## config.mk

```make
export PLATFORM = sky130hd
export DESIGN_NAME = sub_bytes_seq
export DESIGN_NICKNAME = d
export VERILOG_FILES = /design/src/rtl/sub_bytes_seq.sv
export SDC_FILE = /design/constraint.sdc
export NUM_CORES = 1
export LEC_CHECK = 0
export ABC_CLOCK_PERIOD_IN_PS = 24200
export CAP_MARGIN = 20
export CELL_PAD_IN_SITES_DETAIL_PLACEMENT = 0
export CELL_PAD_IN_SITES_GLOBAL_PLACEMENT = 1
export CORE_ASPECT_RATIO = 2
export CORE_MARGIN = 1
export CORE_UTILIZATION = 44
export CTS_CLUSTER_SIZE = 30
export DETAILED_ROUTE_END_ITERATION = 8
export PLACE_DENSITY_LB_ADDON = 0.08
export SLEW_MARGIN = 20
export SYNTH_ARGS = -nofsm -noshare
export SYNTH_HDL_FRONTEND = slang
export SYNTH_SLANG_ARGS = --single-unit
```

## constraint.sdc

```tcl
create_clock -name CLK -period 24.2 [get_ports CLK]
set_clock_uncertainty 0.05 [all_clocks]
set_input_delay 4.84 -clock CLK [delete_from_list [all_inputs] [get_ports CLK]]
set_output_delay 4.84 -clock CLK [all_outputs]
set_load 0.03 [all_outputs]
```

## src/rtl/sub_bytes_seq.sv

```systemverilog
// Byte-serial AES SubBytes / InvSubBytes engine.
// A 128-bit state is accepted over a valid/ready handshake. It is substituted
// LANES bytes per cycle through shared S-box instances, with an optional
// register stage after the S-boxes. The result is returned over a second
// valid/ready handshake.

// Forward/inverse AES S-box with Canright's bSbox port semantics. It is built
// as an affine map around a GF(2^8) inversion, so encrypt=1 gives S(a) and
// encrypt=0 gives InvS(a).
module bSbox (
  input  logic [7:0] a_i,
  input  logic       encrypt_i,
  output logic [7:0] q_o
);

  // Multiply two elements of GF(2^8) modulo x^8+x^4+x^3+x+1.
  function automatic logic [7:0] gf_mul(input logic [7:0] a, input logic [7:0] b);
    logic [7:0] p;
    logic [7:0] aa;
    p  = 8'h00;
    aa = a;
    for (int i = 0; i < 8; i++) begin
      if (b[i]) p = p ^ aa;
      aa = {aa[6:0], 1'b0} ^ (aa[7] ? 8'h1b : 8'h00);
    end
    return p;
  endfunction

  // The inverse is x^254, formed as the product of x^2, x^4, ..., x^128.
  // An input of 0 maps to 0.
  function automatic logic [7:0] gf_inv(input logic [7:0] x);
    logic [7:0] sq;
    logic [7:0] r;
    sq = x;
    r  = 8'h01;
    for (int k = 1; k < 8; k++) begin
      sq = gf_mul(sq, sq);
      r  = gf_mul(r, sq);
    end
    return r;
  endfunction

  function automatic logic [7:0] rotl(input logic [7:0] x, input int n);
    logic [15:0] t;
    t = {x, x} << n;
    return t[15:8];
  endfunction

  logic [7:0] pre;
  logic [7:0] inv;

  // The inverse direction undoes the affine map before inversion.
  // The forward direction applies the map after inversion.
  assign pre = encrypt_i ? a_i : (rotl(a_i, 1) ^ rotl(a_i, 3) ^ rotl(a_i, 6) ^ 8'h05);
  assign inv = gf_inv(pre);
  assign q_o = encrypt_i ? (inv ^ rotl(inv, 1) ^ rotl(inv, 2) ^ rotl(inv, 3) ^ rotl(inv, 4) ^ 8'h63)
                         : inv;

endmodule

module sub_bytes_seq #(
  parameter int LANES = 1,
  parameter int PIPE  = 0
) (
  input  logic         CLK,
  input  logic         RESETN,
  input  logic         IN_VALID,
  output logic         IN_READY,
  input  logic         IN_ENCRYPT,
  input  logic [127:0] STATE_IN,
  output logic         OUT_VALID,
  input  logic         OUT_READY,
  output logic [127:0] STATE_OUT,
  output logic         BUSY
);

  localparam int GROUPS = 16 / LANES;
  localparam int CW     = $clog2(GROUPS);
  localparam logic [CW-1:0] LAST = CW'(GROUPS - 1);

  if (LANES != 1 && LANES != 2 && LANES != 4) begin : g_bad_lanes
    $error("sub_bytes_seq: LANES must be 1, 2 or 4");
  end

  typedef enum logic [1:0] {ST_IDLE, ST_RUN, ST_DRAIN, ST_DONE} state_e;

  state_e          state_q, state_d;
  logic [CW-1:0]   cnt_q, cnt_d;
  logic            enc_q, enc_d;
  logic [127:0]    work_q, work_d;

  logic [7:0]      sbox_in  [LANES];
  logic [7:0]      sbox_out [LANES];
  logic [7:0]      wb_data  [LANES];
  logic            wb_en;
  logic [CW-1:0]   wb_cnt;

  // Lane j reads byte LANES*cnt+j of the work register.
  for (genvar j = 0; j < LANES; j++) begin : g_lane
    logic [3:0] rd_idx;
    assign rd_idx     = 4'(LANES * int'(cnt_q) + j);
    assign sbox_in[j] = work_q[{rd_idx, 3'b000} +: 8];
    bSbox u_sbox (
      .a_i       (sbox_in[j]),
      .encrypt_i (enc_q),
      .q_o       (sbox_out[j])
    );
  end

  if (PIPE != 0) begin : g_pipe
    logic          pv_q;
    logic [CW-1:0] pcnt_q;
    logic [7:0]    pres_q [LANES];

    // S-box output stage, written back one cycle later at the registered group.
    always_ff @(posedge CLK or negedge RESETN) begin
      if (!RESETN) begin
        pv_q   <= 1'b0;
        pcnt_q <= '0;
        for (int j = 0; j < LANES; j++) pres_q[j] <= 8'h00;
      end else begin
        pv_q   <= (state_q == ST_RUN);
        pcnt_q <= cnt_q;
        for (int j = 0; j < LANES; j++) pres_q[j] <= sbox_out[j];
      end
    end

    assign wb_en  = pv_q;
    assign wb_cnt = pcnt_q;
    for (genvar j = 0; j < LANES; j++) begin : g_wb
      assign wb_data[j] = pres_q[j];
    end
  end else begin : g_comb
    assign wb_en  = (state_q == ST_RUN);
    assign wb_cnt = cnt_q;
    for (genvar j = 0; j < LANES; j++) begin : g_wb
      assign wb_data[j] = sbox_out[j];
    end
  end

  // Next-state logic for the FSM, group counter and direction latch.
  always_comb begin
    // NOTE: every target gets a default first, so no path can leave it unassigned and infer a latch.
    state_d = state_q;
    cnt_d   = cnt_q;
    enc_d   = enc_q;
    unique case (state_q)
      ST_IDLE: begin
        if (IN_VALID) begin
          state_d = ST_RUN;
          cnt_d   = '0;
          enc_d   = IN_ENCRYPT;
        end
      end
      ST_RUN: begin
        cnt_d = cnt_q + CW'(1);
        if (cnt_q == LAST) state_d = (PIPE != 0) ? ST_DRAIN : ST_DONE;
      end
      ST_DRAIN: state_d = ST_DONE;
      ST_DONE:  if (OUT_READY) state_d = ST_IDLE;
      default:  state_d = ST_IDLE;
    endcase
  end

  // Work register: load on accept, otherwise write back each substituted group in place.
  always_comb begin
    logic [3:0] wr_idx;
    wr_idx = 4'h0;
    work_d = work_q;
    if (state_q == ST_IDLE && IN_VALID) begin
      work_d = STATE_IN;
    end else if (wb_en) begin
      for (int j = 0; j < LANES; j++) begin
        wr_idx = 4'(LANES * int'(wb_cnt) + j);
        work_d[{wr_idx, 3'b000} +: 8] = wb_data[j];
      end
    end
  end

  // State registers.
  always_ff @(posedge CLK or negedge RESETN) begin
    if (!RESETN) begin
      state_q <= ST_IDLE;
      cnt_q   <= '0;
      enc_q   <= 1'b1;
      // NOTE: the work register is reset on purpose so that STATE_OUT reads zero after reset.
      work_q  <= '0;
    end else begin
      // NOTE: non-blocking assignments make all registers update together from pre-edge values.
      state_q <= state_d;
      cnt_q   <= cnt_d;
      enc_q   <= enc_d;
      work_q  <= work_d;
    end
  end

  assign IN_READY  = (state_q == ST_IDLE);
  assign OUT_VALID = (state_q == ST_DONE);
  assign BUSY      = (state_q != ST_IDLE);
  assign STATE_OUT = work_q;

endmodule

```

Yosys cells after proc, flatten, opt, wreduce, memory -nomap -nowiden:

Index checks and enable logic that the tools add are counted.

* output and inout bits: 131
* memories kept: 0
* RAM bits: 0
* bits in latches: 0
* bits in read-only memories: 0
* bits in registers: 135

* add/subtract/negate cells: 2
* $lt $le $gt $ge: 0
* equality and inequality tests: 7
* shift-type cells: 3
* bitwise gates (word level): 197
* muxes and demuxes: 214
* multipliers: 0
* reductions and logical operators: 8
* divide/modulo/power cells: 0

Operator list (count)
* $xor A8 B8 Y8: 188
* $mux W8: 107
* $mux W5: 92
* $mux W128: 2
* $bwmux W128: 1
* $shift A8 B9 Y128 const A: 1
* $shiftx A128 B8 Y8: 1
* $shiftx A8 B9 Y128: 1
* $neg A7 Y9: 1
* $mux W2: 4
* $mux W4: 2
* $pmux W2 S4: 1
* $pmux W4 S2: 1
* $mux W7: 1
* $not A1 Y1 const A: 7
* $mux W6: 1
* $reduce_bool A2 Y1: 3
* $add A4 B1 Y4 const B: 1
* $eq A2 B2 Y1 const B: 2
* $eq A4 B4 Y1 const B: 1
* $ne A2 B1 Y1 const B: 2
* $not A4 Y4: 1
* $reduce_and A2 Y1: 2
* $mux W3: 1
* other kinds (7): 7

Logic depth before layout (Yosys ltp):

Gate-level depths: netlist of the first run.

* depth after elaboration: 142
* depth in mapped cells: 82
* gate-level depth less buffers: 68

Cells and area by module:

Synthesis of the first run repeated with hierarchy kept, for this count alone.

* cells, all modules: 2877
* area total of the unflattened synthesis: 23418.7 sq um

By module, submodules not included
* bSbox: cells an instance 2152, area each 15917.8 sq um, times used 1
* sub_bytes_seq: cells an instance 725, area each 7500.9 sq um, times used 1

Worst setup path before layout of the first run:

Ideal clock, no wire load.

* path type: register to register
* start point: reg cnt_q[0]
* end point: reg work_q[108], in the netlist STATE_OUT[108]
* setup time: 0.133 ns
* cell stages (with the launch flop): 79
* path buffers: 13
* path slack: 5.233 ns
* arrival: 18.784 ns
* clock period less this slack: 18.967 ns
* cells stage by stage: dfrtp_1 > buf_2 > buf_2 > mux4_2 > a22oi_2 > nand2_2 > xnor2_4 > xnor2_1 > a21o_1 > clkinv_1 > ha_1 > buf_2 > xnor3_1 > a21bo_2 > a21o_1 > nand2_1 > xnor3_1 > inv_2 > [... 43 more ...] > xnor2_1 > buf_2 > clkbuf_1 > o21ai_0 > a21oi_1 > a31oi_1 > o2111a_1 > a2111o_1 > xor2_1 > clkbuf_1 > nor3_1 > a2111o_1 > xnor2_1 > xor3_1 > or3_1 > nand2_1 > clkbuf_1 > o21ai_0

* longest elaborated chain between the ends: 139
* elaborated cells between the ends (all ways): 402
* classes of those cells: add/sub (1); shift (3); mux (208); bitwise (190)

RTL lines
* from (decl): RTL line 88 `logic [CW-1:0] cnt_q, cnt_d;`
* from (signal assigned): RTL line 191 `cnt_q <= cnt_d;`
* $shiftx A128 B8 Y8: RTL line 102 `assign sbox_in[j] = work_q[{rd_idx, 3'b000} +: 8];`
* $xor A8 B8 Y8 (2 in series): RTL line 54 `assign pre = encrypt_i ? a_i : (rotl(a_i, 1) ^ rotl(a_i, 3) ^ rotl(a_i, 6) ^ 8'h05);`
* $not A2 Y2 (no line)
* $mux W8: RTL line 54
* $mux W8: RTL line 23 `if (b[i]) p = p ^ aa;`
* $xor A8 B8 Y8: RTL line 23
* $mux W8: RTL line 23
* $xor A8 B8 Y8: RTL line 23
* [... 119 more ...]
* $mux W8: RTL line 23
* $xor A8 B8 Y8 (4 in series): RTL line 56 `assign q_o = encrypt_i ? (inv ^ rotl(inv, 1) ^ rotl(inv, 2) ^ rotl(inv, 3) ^ rotl(inv, 4) ^ 8'h63)`
* $not A4 Y4 (no line)
* $mux W8: RTL line 56
* $shiftx A8 B9 Y128: RTL line 175 `work_d[{wr_idx, 3'b000} +: 8] = wb_data[j];`
* $bwmux W128 (*): RTL line 175
* $mux W128 (*): RTL line 172 `end else if (wb_en) begin`
* $mux W128 (*): RTL line 170 `if (state_q == ST_IDLE && IN_VALID) begin`
* to (signal assigned): RTL line 193 `work_q <= work_d;`
* to (decl): RTL line 90 `logic [127:0] work_q, work_d;`

Every way passes the cells marked *; elsewhere a longest branch is shown, timed or not. The select of a mux whose other input is x is not followed.
A chain may end at the register's enable or synchronous reset.

Worst setup path after layout of the first run:

* start point: reg cnt_q[0]
* end point: reg work_q[120], in the netlist STATE_OUT[120]

Same word-level chain as after synthesis.

==> results_dict.tcl, run 1 <==
set metrics [dict create \
    whs_path_depth 2 \
    clk_latency_ns 0.45 \
    synthTopCellsByCount "xnor2_1 (366), nor2_1 (361), nand2_1 (271)" \
    pin_count 264 \
    netlist_area_um2 24300 \
    avgViaCountPerCell 6.45 \
    clock-root-buffer "clkbuf_16" \
    arrival_ns 23.18 \
    yosysMostFrequentCell "xnor2_1" \
    worst_setup_path_end_kind "flop" \
    wl_um 102000 \
    ys_async_sr_fraction_pct 100 \
    critPathSlowestCell "dfrtp_2" \
    post-route-util_pct 52.2 \
    grt-ovfl-total 0 \
    cp.depth 65 \
    port_buffers 263 \
    grt_pass1_vias 24785 \
    slew_viol_final 0 \
    worst_pin_slew_ns 1.15 \
    avgSynthCellArea_um2 8.03 \
    gp_congestion 0.942 \
    initial_core_util_pct 44.6 \
    drtAntennaViolNets 0 \
    worstPathMaxFanout 24 \
    fmax_mhz 43.8 \
    setup-violations-final 0 \
    yosysUniqueCellTypes 116 \
    max_cap_violations 0 \
    min_path_type "flop to flop" \
    syn2layout_area_growth_pct 17.1 \
    first_pass_iters 8 \
    fin_area_um2 28400 \
    clockBufferDepth 2 \
    wl_per_cell_um 26.3 \
    dieWidth_um 168 \
    relSlewSlack_pct 23.3 \
    num_rows 121 \
    die_height_um 334 \
    post-dp-hpwl_um 79200 \
    h-tree-depth 4 \
    status "complete, no violations" \
    setup_ws_ns 1.35 \
    synth_cells 3025 \
    fp.dieArea_um2 56200 \
    final_hold_viol_count 0 \
    cts_resized 0 \
    antenna_found_initial 9 \
    layout_worst_path_cycle_share_pct 94.4 \
    syn-num-nets 3174 \
    yosysWarnings 0 \
    grt_usage_pct 35.8 \
    ys_ff_latch 135 \
    place_area_um2 27700 \
    grt_max_degree 100 \
    path_buf_inv 5 \
    netlist.area_leader.share_pct 13.8 \
    synth_edf_count 0 \
    grt_first_pass_wirelength_um 153000 \
    cts_tree "done" \
    path_clk_slew_ns 0.07 \
    clock-sinks 135 \
    max_stage_delay_ns 0.77 \
    via_count 25057 \
    drc 0 \
    drt_iter0_markers 2027 \
    finalSetupTns_ns 0 \
    ys.flop_type "dfrtp_1" \
    hold_buffers 0 \
    drive_gt1_share_pct 10.2 \
    dp_slack_ns 0.314 \
    crit_path_start_kind "flop" \
    cp_data_required_time_ns 24.52 \
    crit_family "XOR/XNOR gates" \
    cts_buffers 17 \
    yosysSeqAreaShare_pct 13.9 \
    fp.coreArea_um2 54500 \
    synth_top_area_cell "dfrtp_1" \
    postCtsSetupBuffers 0 \
    layout_min_cycle_time_ns 22.85 \
    finalNetCount 3338 \
    worstSetupPathType "flop to flop" \
    r2r_cells 65 \
    synth_area_leaders "dfrtp_1 (14%), xnor2_1 (13%), xnor3_1 (8.5%)" \
]
-- worst min-delay path, stage by stage, from the launching register on --
cell and delay [ns]:
dfrtp_1 0.37, a22oi_1 0.07, o21ai_0 0.07
-- per-layer routing --
| layer | track usage [%] | routed length [um] |
|---|---|---|
| met1 | 34.7 | 33800 |
| met2 | 69.0 | 55300 |
| met3 | 4.64 | 5380 |
| met4 | 24.9 | 7820 |
| met5 | 0 | 27 |
-- final timing paths --
kind / from / end / slack (ns)
worst max register to register: cnt_q[0]$_DFFE_PN0P_ / STATE_OUT[120]$_DFFE_PN0P_ / 1.35
worst max-delay path: cnt_q[0]$_DFFE_PN0P_ / STATE_OUT[120]$_DFFE_PN0P_ / 1.35
min in group asynchronous: RESETN / STATE_OUT[103]$_DFFE_PN0P_ / 4.28
worst min-delay path: STATE_OUT[22]$_DFFE_PN0P_ / STATE_OUT[22]$_DFFE_PN0P_ / 0.49
worst min register to register: STATE_OUT[22]$_DFFE_PN0P_ / STATE_OUT[22]$_DFFE_PN0P_ / 0.49
max in group asynchronous: RESETN / STATE_OUT[111]$_DFFE_PN0P_ / 18.62
-- stage by stage --
stage                     hold WS, ns  cells
after global routing            0.525   3883
final                           0.486   3886
after floorplan                 0.524   3025
after global placement          0.460   3846
after CTS                       0.495   3878
after detailed placement        0.475   3846
-- cell usage in the layout, fill, tap and decap left out, drive strengths merged, types with 23 or more instances in the layout --
master         count
a211oi            33
dfrtp            134
a21oi            162
and3              25
o21ai            227
a22oi            122
clkdlybuf4s50    262
nor2             363
a31oi             37
o22ai             44
xnor2            398
and2              27
nor3              80
nand2            272
mux2i            106
buf              100
xnor3            102
inv               35
nand3             96
mux2              38
mux4              23
o211ai            30
xor2             106
-- layout make-up --
type	instances	area, um^2
inverter	32	120
clock inverter	15	224
fill	5242	26100
clock buffer	17	425
sequential	135	3380
tap	676	846
multi-input combinational	2641	20000
antenna	8	20.0
timing repair buffer	362	3380
-- sequential cells by signal, indices dropped and copies added, names as in the netlist --
signal and cells:
state_q 2, cnt_q 4, enc_q 1, STATE_OUT 128
-- cell families after synthesis --
group | after synthesis | synth area share, %
AOI/OAI and AO/OA | 858 | 23.5
xor gates and xnor gates | 615 | 30.3
adders and majority gates | 17 | 0.871
and+or+nand+nor | 984 | 18.4
buffers and inverters | 249 | 4.42
muxes | 167 | 8.58
DFF | 135 | 13.9
Power of run 1 is left out: the tool's default activity adds up to more than one toggle a clock period on the data nets, which glitch-free logic cannot reach.
==> run 2, diff against run 1 <==
Settings changed: SLEW_MARGIN 20 to default.
==> run 2 against run 1 <==
Net effect: critical path depth shrank 1; final cell count grew 0.21%; fmax shrank 0.52%; setup slack lost 0.12 ns; design area grew 0.14%; highest routed layer unchanged.
==> results_dict.tcl, run 2 (synthesized netlist as in run 1, its figures left out) <==
set metrics [dict create \
    layout_common_cells "nor2_1 (361), xnor2_1 (352), nand2_1 (270), clkdlybuf4s50_1 (262), a21oi_1 (161)" \
    syn2layout_area_growth_pct 17.2 \
    pin_count 264 \
    max_cap_violations 0 \
    finalNetCount 3343 \
    hold_start "STATE_OUT[22]$_DFFE_PN0P_" \
    layout_worst_path_cycle_share_pct 94.9 \
    grt_first_pass_wirelength_um 153000 \
    setup-violations-final 0 \
    drive_gt1_share_pct 10.2 \
    crit_end "STATE_OUT[16]$_DFFE_PN0P_" \
    drt_iter0_markers 2242 \
    antenna_found_initial 12 \
    fp.coreArea_um2 54500 \
    clockBufferDepth 2 \
    post-dp-hpwl_um 79200 \
    slew_viol_final 0 \
    grt_usage_pct 35.7 \
    max_stage_delay_ns 0.83 \
    reg2reg_slack_ns 1.23 \
    grt_pass1_vias 24837 \
    grt-ovfl-total 0 \
    rsz0062_at_grt "false" \
    first_pass_iters 6 \
    relSlewSlack_pct 21.8 \
    largest_register_ffs 128 \
    min_path_type "flop to flop" \
    drc 0 \
    crit_path_start_kind "flop" \
    cts_buffers 17 \
    clk_latency_ns 0.46 \
    r2r_cells 64 \
    worst_pin_slew_ns 1.17 \
    die_height_um 334 \
    cts_resized 0 \
    fmax_mhz 43.5 \
    clock-root-buffer "clkbuf_16" \
    via_count 25074 \
    wl_per_cell_um 26.3 \
    final_common_cell "nor2_1" \
    gp_congestion 0.942 \
    r2r_start "cnt_q[2]$_DFFE_PN0P_" \
    worstSetupPathType "flop to flop" \
    port_buffers 263 \
    crit_start "cnt_q[2]$_DFFE_PN0P_" \
    finalSetupTns_ns 0 \
    dieWidth_um 168 \
    worstPathMaxFanout 26 \
    drtAntennaViolNets 0 \
    worst_setup_path_end_kind "flop" \
    arrival_ns 23.29 \
    path_clk_slew_ns 0.08 \
    clock-sinks 135 \
    h-tree-depth 4 \
    num_rows 121 \
    fill_cells 5329 \
    reg2reg_to "STATE_OUT[16]$_DFFE_PN0P_" \
    final_hold_viol_count 0 \
    critPathSlowestCell "a221oi_1" \
    status "complete, no violations" \
    wl_um 102000 \
    grt_max_degree 100 \
    hold_buffers 0 \
    cp_data_required_time_ns 24.52 \
    avgViaCountPerCell 6.44 \
    cts_tree "done" \
    postCtsSetupBuffers 0 \
    fp.dieArea_um2 56200 \
    layout_min_cycle_time_ns 22.97 \
    initial_core_util_pct 44.6 \
]
## run 2: cell count changes in the layout (fill, tap and decap cells not counted), moves of 2 or more
cell | previous run | this run
buf_4 | 98 | 101
diode_2 | 8 | 11
bufinv_16 | 3 | 1
clkinv_8 | 2 | 5
buf_16 | 0 | 2
inv_6 | 3 | 1
## run 2: how the worst min path moves through the flow
stage / endpoint / slack, ns / cells past startpoint
floorplan: state_q[0]$_DFFE_PN0P_ / 0.52 / 2
global placement: STATE_OUT[62]$_DFFE_PN0P_ / 0.46 / 2
detailed placement: STATE_OUT[19]$_DFFE_PN0P_ / 0.47 / 2
CTS: STATE_OUT[19]$_DFFE_PN0P_ / 0.49 / 2
global route: STATE_OUT[21]$_DFFE_PN0P_ / 0.53 / 2
finish: STATE_OUT[22]$_DFFE_PN0P_ / 0.49 / 2
## run 2: per-stage QoR
stage	area (um^2)	hold WS, ns	cells	setup slack (ns)	utilization [%]
floorplan	24300	0.524	3025	5.23	-
global placement	27700	0.460	3846	0.707	50.8
detailed placement	27700	0.474	3847	0.344	50.8
CTS	28300	0.494	3879	0.261	51.9
global route	28500	0.526	3891	0.141	52.2
finish	28500	0.491	3894	1.23	52.2
## run 2: routing by layer
metal,vias up,global-route usage (%),share of wire (%)
li1,11360,-,-
met1,12193,34.3,33
met2,1133,68.2,54
met3,386,5.16,5.5
met4,2,26.1,8.0
met5,-,0,0.013
## run 2: worst max-delay path: cells and delay by family, from the launching register on
| family | cells | cell delay (ns) |
|---|---|---|
| adder cells (fa/ha/maj) | 2 | 1.27 |
| flip-flops | 1 | 0.72 |
| AND/OR/NAND/NOR | 12 | 2.64 |
| multiplexers | 2 | 0.49 |
| buffers and inverters | 5 | 1.46 |
| AO/OA/AOI/OAI | 12 | 4.38 |
| XOR/XNOR | 31 | 11.73 |
## run 2: area by class of cell
| cell class | count | area (um^2) | share of cell area [%] |
|---|---|---|---|
| Multi-Input combinational cell | 2641 | 20000 | 70.3 |
| Timing Repair Buffer | 367 | 3460 | 12.2 |
| Sequential cell | 135 | 3380 | 11.9 |
| Inverter | 32 | 120 | 0.422 |
| Tap cell | 676 | 846 | 2.97 |
| Clock buffer | 17 | 425 | 1.49 |
| Antenna cell | 11 | 27.5 | 0.0967 |
| Clock inverter | 15 | 204 | 0.716 |
Power of run 2 is left out for the same reason.
